===== config.mk =====
export PLATFORM = sky130hd
export DESIGN_NAME = l2_cache_control_flat
export DESIGN_NICKNAME = d
export VERILOG_FILES = /design/src/rtl/l2_cache_pkg.sv /design/src/rtl/l2_cache_control_if.sv /design/src/rtl/l2_hit_detect.sv /design/src/rtl/l2_way.sv /design/src/rtl/reg_array.sv /design/src/rtl/l2_cache_control.sv /design/src/flat_wrapper.sv
export SDC_FILE = /design/constraint.sdc
export NUM_CORES = 2
export LEC_CHECK = 0
export BUFFER_PORTS_ARGS = -buffer_cell sky130_fd_sc_hd__buf_2
export CAP_MARGIN = 5
export CORE_MARGIN = 2
export CORE_UTILIZATION = 50
export CTS_BUF_LIST = sky130_fd_sc_hd__clkbuf_8 sky130_fd_sc_hd__clkbuf_16
export DETAILED_ROUTE_END_ITERATION = 8
export PLACE_DENSITY = 0.72
export REMOVE_ABC_BUFFERS = 1
export SLEW_MARGIN = 20
export SYNTH_ARGS = -nofsm -noshare
export SYNTH_HDL_FRONTEND = slang
export SYNTH_MEMORY_MAX_BITS = 65536
export SYNTH_SLANG_ARGS = --single-unit

===== constraint.sdc =====
create_clock -name clk -period 16.6 [get_ports clk]
set_input_delay 0.83 -clock clk [delete_from_list [all_inputs] [get_ports clk]]
set_output_delay 0.83 -clock clk [all_outputs]
set_load 0.005 [all_outputs]

===== src/rtl/l2_cache_pkg.sv =====
// l2_cache_pkg
//   Shared types and geometry for the 2-way, 8-set, 256-bit-line L2 cache.
//   state_t   : controller sequencing states
//   line_addr : builds a line-aligned memory address from tag and set index
package l2_cache_pkg;
  localparam int S_OFFSET = 5;
  localparam int S_INDEX  = 3;
  localparam int S_TAG    = 24;
  localparam int LINE_W   = 256;

  typedef enum logic [1:0] {IDLE, CHECK, WRITEBACK, ALLOCATE} state_t;

  function automatic logic [31:0] line_addr(input logic [S_TAG-1:0] tag,
                                            input logic [S_INDEX-1:0] idx);
    return {tag, idx, {S_OFFSET{1'b0}}};
  endfunction
endpackage


===== src/rtl/l2_cache_control_if.sv =====
// l2_cache_control_if
//   Upstream (L1 arbiter) request/response bus plus the physical memory port.
//   slave  : the cache controller's view (takes requests, drives pmem)
//   master : the requester / memory side's view
interface l2_cache_control_if;
  import l2_cache_pkg::*;

  logic [31:0]       addr_i;
  logic              read_i;
  logic              write_i;
  logic [LINE_W-1:0] wdata_i;
  logic [LINE_W-1:0] rdata_o;
  logic              resp_o;
  logic [31:0]       pmem_addr_o;
  logic              pmem_read_o;
  logic              pmem_write_o;
  logic [LINE_W-1:0] pmem_wdata_o;
  logic [LINE_W-1:0] pmem_rdata_i;
  logic              pmem_resp_i;

  modport slave (
    input  addr_i, read_i, write_i, wdata_i, pmem_rdata_i, pmem_resp_i,
    output rdata_o, resp_o, pmem_addr_o, pmem_read_o, pmem_write_o, pmem_wdata_o
  );

  modport master (
    output addr_i, read_i, write_i, wdata_i, pmem_rdata_i, pmem_resp_i,
    input  rdata_o, resp_o, pmem_addr_o, pmem_read_o, pmem_write_o, pmem_wdata_o
  );
endinterface


===== src/rtl/l2_hit_detect.sv =====
// l2_hit_detect
//   Combinational tag/valid compare across all ways.
//   i_tag       : request tag
//   i_way_tag   : per-way stored tag
//   i_way_valid : per-way valid
//   o_hit       : any way matches; o_hit_way : lowest matching way
module l2_hit_detect #(
  parameter int NUM_WAYS = 2,
  parameter int S_TAG    = 24
) (
  input  logic [S_TAG-1:0]                   i_tag,
  input  logic [NUM_WAYS-1:0][S_TAG-1:0]     i_way_tag,
  input  logic [NUM_WAYS-1:0]                i_way_valid,
  output logic                               o_hit,
  output logic [$clog2(NUM_WAYS)-1:0]        o_hit_way
);
  logic [NUM_WAYS-1:0] w_match;

  for (genvar gi = 0; gi < NUM_WAYS; gi++) begin : g_cmp
    assign w_match[gi] = i_way_valid[gi] && (i_way_tag[gi] == i_tag);
  end

  always_comb begin
    o_hit     = |w_match;
    o_hit_way = '0;
    for (int i = NUM_WAYS - 1; i >= 0; i--) begin
      if (w_match[i]) o_hit_way = i[$clog2(NUM_WAYS)-1:0];
    end
  end
endmodule


===== src/rtl/l2_way.sv =====
// l2_way
//   One cache way: data line, tag, valid and dirty per set, all with a
//   registered read at i_index and write-to-read forwarding.
//   i_load_data/i_byte_enable/i_data : byte-masked line write
//   i_load_tag/valid/dirty           : metadata writes
//   o_data/o_tag/o_valid/o_dirty     : contents of i_index from the previous cycle
module l2_way
  import l2_cache_pkg::*;
#(
  parameter int s_index = 3,
  parameter int s_tag   = 24
) (
  input  logic                clk,
  input  logic                rst,
  input  logic [s_index-1:0]  i_index,
  input  logic                i_load_data,
  input  logic [LINE_W/8-1:0] i_byte_enable,
  input  logic [LINE_W-1:0]   i_data,
  input  logic                i_load_tag,
  input  logic [s_tag-1:0]    i_tag,
  input  logic                i_load_valid,
  input  logic                i_valid,
  input  logic                i_load_dirty,
  input  logic                i_dirty,
  output logic [LINE_W-1:0]   o_data,
  output logic [s_tag-1:0]    o_tag,
  output logic                o_valid,
  output logic                o_dirty
);
  reg_array #(.s_index(s_index), .width(s_tag)) u_tag (
    .clk, .rst, .i_load(i_load_tag), .i_rindex(i_index), .i_windex(i_index),
    .i_datain(i_tag), .o_dataout(o_tag));
  reg_array #(.s_index(s_index), .width(1)) u_valid (
    .clk, .rst, .i_load(i_load_valid), .i_rindex(i_index), .i_windex(i_index),
    .i_datain(i_valid), .o_dataout(o_valid));
  reg_array #(.s_index(s_index), .width(1)) u_dirty (
    .clk, .rst, .i_load(i_load_dirty), .i_rindex(i_index), .i_windex(i_index),
    .i_datain(i_dirty), .o_dataout(o_dirty));

  // Data is split into byte lanes so each lane maps onto a plain RAM with
  // its own write enable; no reset so it can live in block RAM.
  for (genvar gi = 0; gi < LINE_W / 8; gi++) begin : g_byte
    logic [7:0] r_mem [1 << s_index];
    logic [7:0] r_q;
    always_ff @(posedge clk) begin
      if (i_load_data && i_byte_enable[gi]) begin
        r_mem[i_index] <= i_data[gi*8 +: 8];
        r_q            <= i_data[gi*8 +: 8];
      end else begin
        r_q <= r_mem[i_index];
      end
    end
    assign o_data[gi*8 +: 8] = r_q;
  end
endmodule


===== src/rtl/reg_array.sv =====
// reg_array
//   Small resettable array with a registered read port.
//   i_load/i_windex/i_datain : write port
//   i_rindex                 : read index, data appears on o_dataout next cycle
//   A write to the index being read is forwarded so the next cycle sees new data.
module reg_array #(
  parameter int s_index = 3,
  parameter int width   = 1
) (
  input  logic               clk,
  input  logic               rst,
  input  logic               i_load,
  input  logic [s_index-1:0] i_rindex,
  input  logic [s_index-1:0] i_windex,
  input  logic [width-1:0]   i_datain,
  output logic [width-1:0]   o_dataout
);
  localparam int NUM_SETS = 1 << s_index;

  logic [width-1:0] r_data [NUM_SETS];
  logic [width-1:0] r_dataout;

  always_ff @(posedge clk) begin
    if (rst) begin
      for (int i = 0; i < NUM_SETS; i++) r_data[i] <= '0;
      r_dataout <= '0;
    end else begin
      if (i_load) r_data[i_windex] <= i_datain;
      r_dataout <= (i_load && (i_windex == i_rindex)) ? i_datain : r_data[i_rindex];
    end
  end

  assign o_dataout = r_dataout;
endmodule


===== src/rtl/l2_cache_control.sv =====
// l2_cache_control
//   Sequencer for the 2-way, 8-set, 256-bit-line L2 cache: resolves hit/miss,
//   evicts the per-set LRU way (writing it back when dirty), fills from memory
//   and re-checks so every request completes through the hit path.
//   clk, rst : clock and synchronous active-high reset
//   bus      : upstream request/response and physical memory port (slave view)
module l2_cache_control #(
  parameter int NUM_WAYS = 2,
  parameter int S_INDEX  = 3,
  parameter int S_TAG    = 24
) (
  input  logic               clk,
  input  logic               rst,
  l2_cache_control_if.slave  bus
);
  import l2_cache_pkg::*;

  if (NUM_WAYS != 2) begin : g_bad_ways
    $error("l2_cache_control: only NUM_WAYS=2 is supported");
  end
  if (S_INDEX != l2_cache_pkg::S_INDEX || S_TAG != l2_cache_pkg::S_TAG ||
      S_TAG + S_INDEX + S_OFFSET != 32) begin : g_bad_split
    $error("l2_cache_control: address split does not match the cache geometry");
  end

  state_t                          r_state, w_state_next;
  logic [S_TAG-1:0]                r_tag;
  logic [S_INDEX-1:0]              r_idx;
  logic                            r_write;
  logic [LINE_W-1:0]               r_wdata;
  logic                            r_victim;

  logic [S_INDEX-1:0]              w_index;
  logic [NUM_WAYS-1:0][S_TAG-1:0]  w_way_tag;
  logic [NUM_WAYS-1:0][LINE_W-1:0] w_way_data;
  logic [NUM_WAYS-1:0]             w_way_valid, w_way_dirty;
  logic [NUM_WAYS-1:0]             w_wr_hit, w_fill;
  logic                            w_hit, w_hit_way, w_lru;
  logic                            w_lru_load, w_lru_in, w_accept, w_miss;
  logic                            w_unused_offset;

  assign w_unused_offset = ^bus.addr_i[S_OFFSET-1:0];

  // Arrays read one cycle ahead: in IDLE present the incoming index so CHECK
  // sees the set on the very next cycle; afterwards hold the latched index.
  assign w_index = (r_state == IDLE) ? bus.addr_i[S_OFFSET +: S_INDEX] : r_idx;

  for (genvar gi = 0; gi < NUM_WAYS; gi++) begin : g_way
    l2_way #(.s_index(S_INDEX), .s_tag(S_TAG)) u_way (
      .clk, .rst,
      .i_index       (w_index),
      .i_load_data   (w_wr_hit[gi] | w_fill[gi]),
      .i_byte_enable ({(LINE_W/8){1'b1}}),
      .i_data        (w_fill[gi] ? bus.pmem_rdata_i : r_wdata),
      .i_load_tag    (w_fill[gi]),
      .i_tag         (r_tag),
      .i_load_valid  (w_fill[gi]),
      .i_valid       (1'b1),
      .i_load_dirty  (w_wr_hit[gi] | w_fill[gi]),
      .i_dirty       (w_wr_hit[gi]),
      .o_data        (w_way_data[gi]),
      .o_tag         (w_way_tag[gi]),
      .o_valid       (w_way_valid[gi]),
      .o_dirty       (w_way_dirty[gi]));
  end

  // One bit per set naming the least recently used way.
  reg_array #(.s_index(S_INDEX), .width(1)) u_lru (
    .clk, .rst, .i_load(w_lru_load), .i_rindex(w_index), .i_windex(r_idx),
    .i_datain(w_lru_in), .o_dataout(w_lru));

  l2_hit_detect #(.NUM_WAYS(NUM_WAYS), .S_TAG(S_TAG)) u_hit (
    .i_tag(r_tag), .i_way_tag(w_way_tag), .i_way_valid(w_way_valid),
    .o_hit(w_hit), .o_hit_way(w_hit_way));

  always_ff @(posedge clk) begin
    if (rst) begin
      r_state  <= IDLE;
      r_tag    <= '0;
      r_idx    <= '0;
      r_write  <= 1'b0;
      r_victim <= 1'b0;
    end else begin
      r_state <= w_state_next;
      if (w_accept) begin
        r_tag   <= bus.addr_i[31 -: S_TAG];
        r_idx   <= bus.addr_i[S_OFFSET +: S_INDEX];
        r_write <= bus.write_i;   // read+write together counts as a write
      end
      if (w_miss) r_victim <= w_lru;
    end
  end

  always_ff @(posedge clk) begin
    if (w_accept) r_wdata <= bus.wdata_i;
  end

  always_comb begin
    w_state_next     = r_state;
    w_accept         = 1'b0;
    w_miss           = 1'b0;
    w_wr_hit         = '0;
    w_fill           = '0;
    w_lru_load       = 1'b0;
    w_lru_in         = 1'b0;
    bus.resp_o       = 1'b0;
    bus.rdata_o      = '0;
    bus.pmem_read_o  = 1'b0;
    bus.pmem_write_o = 1'b0;
    bus.pmem_addr_o  = '0;
    bus.pmem_wdata_o = '0;
    case (r_state)
      IDLE: begin
        if (bus.read_i || bus.write_i) begin
          w_accept     = 1'b1;
          w_state_next = CHECK;
        end
      end
      CHECK: begin
        if (w_hit) begin
          bus.resp_o = 1'b1;
          w_lru_load = 1'b1;
          w_lru_in   = ~w_hit_way;
          if (r_write) w_wr_hit[w_hit_way] = 1'b1;
          else         bus.rdata_o = w_way_data[w_hit_way];
          w_state_next = IDLE;
        end else begin
          w_miss       = 1'b1;
          w_state_next = (w_way_valid[w_lru] && w_way_dirty[w_lru]) ? WRITEBACK : ALLOCATE;
        end
      end
      WRITEBACK: begin
        // Set index is held, so victim tag/data stay stable on the array outputs.
        bus.pmem_write_o = 1'b1;
        bus.pmem_addr_o  = line_addr(w_way_tag[r_victim], r_idx);
        bus.pmem_wdata_o = w_way_data[r_victim];
        if (bus.pmem_resp_i) w_state_next = ALLOCATE;
      end
      ALLOCATE: begin
        bus.pmem_read_o = 1'b1;
        bus.pmem_addr_o = line_addr(r_tag, r_idx);
        if (bus.pmem_resp_i) begin
          w_fill[r_victim] = 1'b1;
          w_state_next     = CHECK;
        end
      end
      default: w_state_next = IDLE;
    endcase
  end
endmodule


===== src/flat_wrapper.sv =====
// flat-port wrapper written by rule: the top's interface ports become plain ports
module l2_cache_control_flat import l2_cache_pkg::*;
#(
  parameter int NUM_WAYS = 2,
  parameter int S_INDEX  = 3,
  parameter int S_TAG    = 24
)
  (clk, rst, bus_addr_i, bus_read_i, bus_write_i, bus_wdata_i, bus_pmem_rdata_i, bus_pmem_resp_i, bus_rdata_o, bus_resp_o, bus_pmem_addr_o, bus_pmem_read_o, bus_pmem_write_o, bus_pmem_wdata_o);
  l2_cache_control_if bus_i ();
  input  logic clk;
  input  logic rst;
  input wire logic [$bits(bus_i.addr_i)-1:0] bus_addr_i;
  input wire logic [$bits(bus_i.read_i)-1:0] bus_read_i;
  input wire logic [$bits(bus_i.write_i)-1:0] bus_write_i;
  input wire logic [$bits(bus_i.wdata_i)-1:0] bus_wdata_i;
  input wire logic [$bits(bus_i.pmem_rdata_i)-1:0] bus_pmem_rdata_i;
  input wire logic [$bits(bus_i.pmem_resp_i)-1:0] bus_pmem_resp_i;
  output wire logic [$bits(bus_i.rdata_o)-1:0] bus_rdata_o;
  output wire logic [$bits(bus_i.resp_o)-1:0] bus_resp_o;
  output wire logic [$bits(bus_i.pmem_addr_o)-1:0] bus_pmem_addr_o;
  output wire logic [$bits(bus_i.pmem_read_o)-1:0] bus_pmem_read_o;
  output wire logic [$bits(bus_i.pmem_write_o)-1:0] bus_pmem_write_o;
  output wire logic [$bits(bus_i.pmem_wdata_o)-1:0] bus_pmem_wdata_o;
  assign bus_i.addr_i = bus_addr_i;
  assign bus_i.read_i = bus_read_i;
  assign bus_i.write_i = bus_write_i;
  assign bus_i.wdata_i = bus_wdata_i;
  assign bus_i.pmem_rdata_i = bus_pmem_rdata_i;
  assign bus_i.pmem_resp_i = bus_pmem_resp_i;
  assign bus_rdata_o = bus_i.rdata_o;
  assign bus_resp_o = bus_i.resp_o;
  assign bus_pmem_addr_o = bus_i.pmem_addr_o;
  assign bus_pmem_read_o = bus_i.pmem_read_o;
  assign bus_pmem_write_o = bus_i.pmem_write_o;
  assign bus_pmem_wdata_o = bus_i.pmem_wdata_o;
  l2_cache_control #(.NUM_WAYS(NUM_WAYS), .S_INDEX(S_INDEX), .S_TAG(S_TAG)) u_core (.clk(clk), .rst(rst), .bus(bus_i));
endmodule

==> tab_implementation.tex <==
\begin{tabular}{lr}
\hline
Metric & Value \\
\hline
\multicolumn{2}{l}{\textbf{Run status}} \\
\quad Result of the run & complete, but fails checks \\
\quad Violations in the final reports & max-slew violations \\
\multicolumn{2}{l}{\textbf{Logic synthesis}} \\
\quad Most common library cells after synthesis & sky130\_fd\_sc\_hd\_\_edfxtp\_1, sky130\_fd\_sc\_hd\_\_nand2\_1, sky130\_fd\_sc\_hd\_\_mux4\_2 \\
\quad Async set-reset flop share out of synthesis & 0 \\
\quad Average instance area after synthesis & 17.6 um\^{}2 \\
\quad Cell type contributing the most total cell area after synthesis & sky130\_fd\_sc\_hd\_\_edfxtp\_1 \\
\quad Cells after Synth & 11300 \\
\quad Area share of the largest cell type after synthesis & 0.721 \\
\quad Number of library cell types mapped by synthesis & 62 \\
\quad Total of warnings raised by yosys & 0 \\
\quad Complex-gate fraction of the synthesized area & 0.0472 \\
\quad Mapped Area & 198000 um\^{}2 \\
\quad Leading cell type by number of instances after synthesis & sky130\_fd\_sc\_hd\_\_edfxtp\_1 \\
\quad Dominant combinational cell family by area after synthesis & multiplexers \\
\quad Part of the Yosys area used for sequential elements & 0.731 \\
\quad Mux contribution to synthesized area & 0.146 \\
\quad Most used flip-flop cell after synthesis & sky130\_fd\_sc\_hd\_\_edfxtp\_1 \\
\quad Synthesized flop and latch total & 4863 \\
\quad Post-synthesis share of cell area spent on xor and xnor gates & 0.00233 \\
\quad Dominant cells by area after synthesis & sky130\_fd\_sc\_hd\_\_edfxtp\_1, sky130\_fd\_sc\_hd\_\_mux4\_2, sky130\_fd\_sc\_hd\_\_nand2\_1, sky130\_fd\_sc\_hd\_\_nor2\_1, sky130\_fd\_sc\_hd\_\_a2111oi\_2 \\
\quad Number of enable flip-flop cells after synthesis & 4760 \\
\quad Synthesized-area fraction occupied by adder cells & 0.000252 \\
\quad Simple-Gate Fraction of Synth Area & 0.0544 \\
\multicolumn{2}{l}{\textbf{Clock tree}} \\
\quad Clk slew on worst S/H paths & 0.07 ns \\
\quad Post-CTS Repair Setup Buffers & 0 \\
\quad Maximum number of buffers from clock root to sink & 4 \\
\quad Post-cts repair resize count & 0 \\
\quad Cell chosen for the clock root & sky130\_fd\_sc\_hd\_\_clkbuf\_16 \\
\quad Clock tree from TritonCTS & yes \\
\quad Number of H-tree branching levels & 5 \\
\quad Number of hold-repair buffers added at the cts stage & 210 \\
\quad Clock sink total & 4863 \\
\quad Clock latency on the worst-skew pair & 1.01 ns \\
\quad Number of buffers inserted during clock tree synthesis & 472 \\
\multicolumn{2}{l}{\textbf{Cells and area}} \\
\quad Area added between synthesis and finish & 14.4\% \\
\quad Filler Cells Inserted & 28900 \\
\quad Area used by sequential logic in the layout & 145000 um\^{}2 \\
\quad Total Nets Final & 13000 \\
\quad Proportion of layout cells with a drive suffix above 1 & 0.278 \\
\quad Footprint of the multi-input gates & 50000 um\^{}2 \\
\quad Final std cells w/o fill & 18200 \\
\multicolumn{2}{l}{\textbf{Floorplan}} \\
\quad Initial Util & 0.502 \\
\quad Cell row count & 231 \\
\quad Full die area & 402000 um\^{}2 \\
\quad Core footprint & 395000 um\^{}2 \\
\quad Horizontal extent of the die & 634 um \\
\quad Chip Height & 634 um \\
\quad Number of primary I/O pins & 1096 \\
\multicolumn{2}{l}{\textbf{Global routing}} \\
\quad Total GRT Usage & 0.277 \\
\quad Maximum number of pins on one net before global-route repair & 165 \\
\quad Wire length of the first global-routing pass & 802 mm \\
\quad Number of global-route vias before repair & 116000 \\
\quad GRT overflow & 0 \\
\quad Antenna violations before repair & 79 \\
\multicolumn{2}{l}{\textbf{Routing}} \\
\quad Post-route ant nets & 0 \\
\quad Post-DR wirelength/cell & 31.4 um \\
\quad Number of remaining DRC errors & 0 \\
\quad Number of vias per cell & 6.38 \\
\quad Number of detailed-route iterations in the first pass & 8 \\
\quad Via count & 116000 \\
\quad DRC marker count from the first detailed-route iteration & 16400 \\
\quad Total length of routed wires & 570 mm \\
\multicolumn{2}{l}{\textbf{Worst setup path}} \\
\quad Reg2reg end & u\_core.g\_way[0].u\_way.g\_byte[1].r\_mem[2][0] \\
\quad Worst Setup Start Kind & register \\
\quad Count of cells along the worst register-to-register path & 11 \\
\quad CP arrival & 6.62 ns \\
\quad Destination of the critical timing path & bus\_rdata\_o[234] \\
\quad Critical path class & register to primary output \\
\quad Max stage delay cell, worst path & sky130\_fd\_sc\_hd\_\_buf\_4 \\
\quad Worst endpoint required time & 15.77 ns \\
\quad Worst path buffer plus inverter count & 5 \\
\quad Largest fanout of any net on the critical path & 90 \\
\quad Beginning of the worst register-to-register path & u\_core.r\_state[1] \\
\quad Worst R2R Setup Slack & 9.44 ns \\
\quad Delay of the slowest critical-path stage & 0.90 ns \\
\quad Cell occurring most often along the worst timing path & sky130\_fd\_sc\_hd\_\_buf\_4 \\
\quad CP Capture Type & primary output \\
\quad Cell depth of the worst setup path & 10 \\
\quad Delay-heaviest family, CP & buffers and inverters \\
\quad Cells along the critical path & buf\_4 > buf\_12 > buf\_4 > buf\_4 > mux4\_2 > mux2i\_1 > a2111oi\_2 > a21oi\_1 > nor2\_1 > buf\_2 \\
\multicolumn{2}{l}{\textbf{Placement}} \\
\quad RD Place Congestion & 0.888 \\
\quad Pre-CTS setup slack & 9.56 ns \\
\quad Detailed placement HPWL & 326 mm \\
\quad Count of input and output buffers & 1085 \\
\quad Inst Count DP & 17000 \\
\multicolumn{2}{l}{\textbf{STA}} \\
\quad Setup-violating endpoint count in the final report & 0 \\
\quad Final Critical Period & 7.45 ns \\
\quad Pin slew with the least headroom to its limit & 1.54 ns \\
\quad TNS Setup & 0 ns \\
\quad Setup repair after global routing missed its margin & no \\
\quad Pins over their slew limit & 22 \\
\quad Hold slack & 0.0768 ns \\
\quad Worst rel slew slack & -0.0280 \\
\quad Final clock period utilization by the worst path & 0.449 \\
\quad Number of hold violations in the final report & 0 \\
\quad Smallest setup slack after layout & 9.15 ns \\
\quad Skew final & 0.0680 ns \\
\quad Max frequency & 134 MHz \\
\multicolumn{2}{l}{\textbf{Job}} \\
\quad Total of max-cap violations & 0 \\
\multicolumn{2}{l}{\textbf{Power and ir drop}} \\
\quad Leakage & 0.0755 uW \\
\quad Internal portion of total power & 23700 uW \\
\quad Power density over the cells & 150 nW/um\^{}2 \\
\quad Sum of internal, switching and leakage power & 34100 uW \\
\quad Flop pwr share & 0.440 \\
\quad Relative contribution of combinational cells to total power & 0.255 \\
\quad Switching share of power & 0.304 \\
\quad Highest ir drop seen on vdd & 0.133 mV \\
\quad Sw Pwr & 10400 uW \\
\quad Clock network power share & 0.304 \\
\multicolumn{2}{l}{\textbf{Hold path}} \\
\quad Path type of the worst min-delay path & input port to register \\
\hline
\end{tabular}
==> state kept, by name, indices dropped and copies added, names as in the netlist, named ones only <==
register and cells:
u_core.g_way.u_way.g_byte.r_mem 4096, u_core.g_way.u_way.u_dirty.o_dataout 2, u_core.g_way.u_way.u_dirty.r_data 16, u_core.g_way.u_way.u_tag.o_dataout 48
u_core.g_way.u_way.u_tag.r_data 384, u_core.g_way.u_way.u_valid.o_dataout 2, u_core.g_way.u_way.u_valid.r_data 16, u_core.r_idx 3
u_core.r_state 2, u_core.r_tag 24, u_core.r_victim 1, u_core.r_wdata 256
u_core.r_write 1, u_core.u_lru.o_dataout 1, u_core.u_lru.r_data 8
==> cell families (layout without fill, tap and decap cells) <==
family,count (synthesis),after routing
DFF,4863,4863
and+or+nand+nor,2794,2794
muxes,1577,1577
AOI/OAI and AO/OA,1128,1128
buffers and inverters,837,2441
xor gates and xnor gates,51,51
adders and majority gates,4,4
other,1,59
==> metal layers <==
metal	GRT usage	wire [um]
met5	0	196
met3	0.0537	62700
met4	0.153	33900
met2	0.442	271000
met1	0.360	202000
==> cell usage in the layout (no fill, tap or decap), drive strengths merged, types with 36 or more instances in the layout <==
cell type and instances:
dlygate4sd3 210, clkbuf 486, inv 131, mux4 1026, bufinv 36, nand2 1736, mux2i 289, a21oi 293
a2111oi 256, buf 1347, xnor2 37, nor2 956, a22oi 185, clkinv 214, o21ai 55, dfxtp 103
diode 54, edfxtp 4760, mux2 262, a211oi 258
==> cell type report <==
class | count | area share
well taps | 5242 | 0.0289
clock inverters | 375 | 0.0128
diodes | 54 | 0.000596
flip-flops and latches | 4863 | 0.639
repair buffers | 1557 | 0.0442
multi-input cells | 5559 | 0.220
clock buffers | 486 | 0.0533
inverters | 23 | 0.000447
==> worst min-delay path by stage <==
stage                                                  startpoint                                      end  cells past startpoint
final                                            bus_wdata_i[115]                      u_core.r_wdata[115]                      1
after CTS                                        bus_wdata_i[115]                      u_core.r_wdata[115]                      1
after floorplan           u_core.g_way[1].u_way.u_valid.r_data[0]  u_core.g_way[1].u_way.u_valid.r_data[0]                      2
after detailed placement  u_core.g_way[0].u_way.u_valid.r_data[6]  u_core.g_way[0].u_way.u_valid.r_data[6]                      2
after global routing                             bus_wdata_i[115]                      u_core.r_wdata[115]                      1
after global placement    u_core.g_way[0].u_way.u_valid.r_data[4]  u_core.g_way[0].u_way.u_valid.r_data[4]                      2
==> power by group through the flow <==
| stage | clock network (uW) | logic (uW) | registers, uW |
|---|---|---|---|
| finish | 10400 | 8720 | 15000 |
| global route | 10900 | 9200 | 15000 |
| CTS | 10500 | 8620 | 15000 |
| global placement | 0 | 8300 | 15200 |
| floorplan | 0 | 9780 | 15800 |
| detailed placement | 0 | 8540 | 15300 |
==> stage by stage <==
step,utilization,cell area (um^2)
after floorplan,-,195000
after global placement,0.530,209000
after detailed placement,0.530,210000
after CTS,0.573,227000
after global routing,0.574,227000
final,0.574,227000
Power figures use the tool's default switching activity.
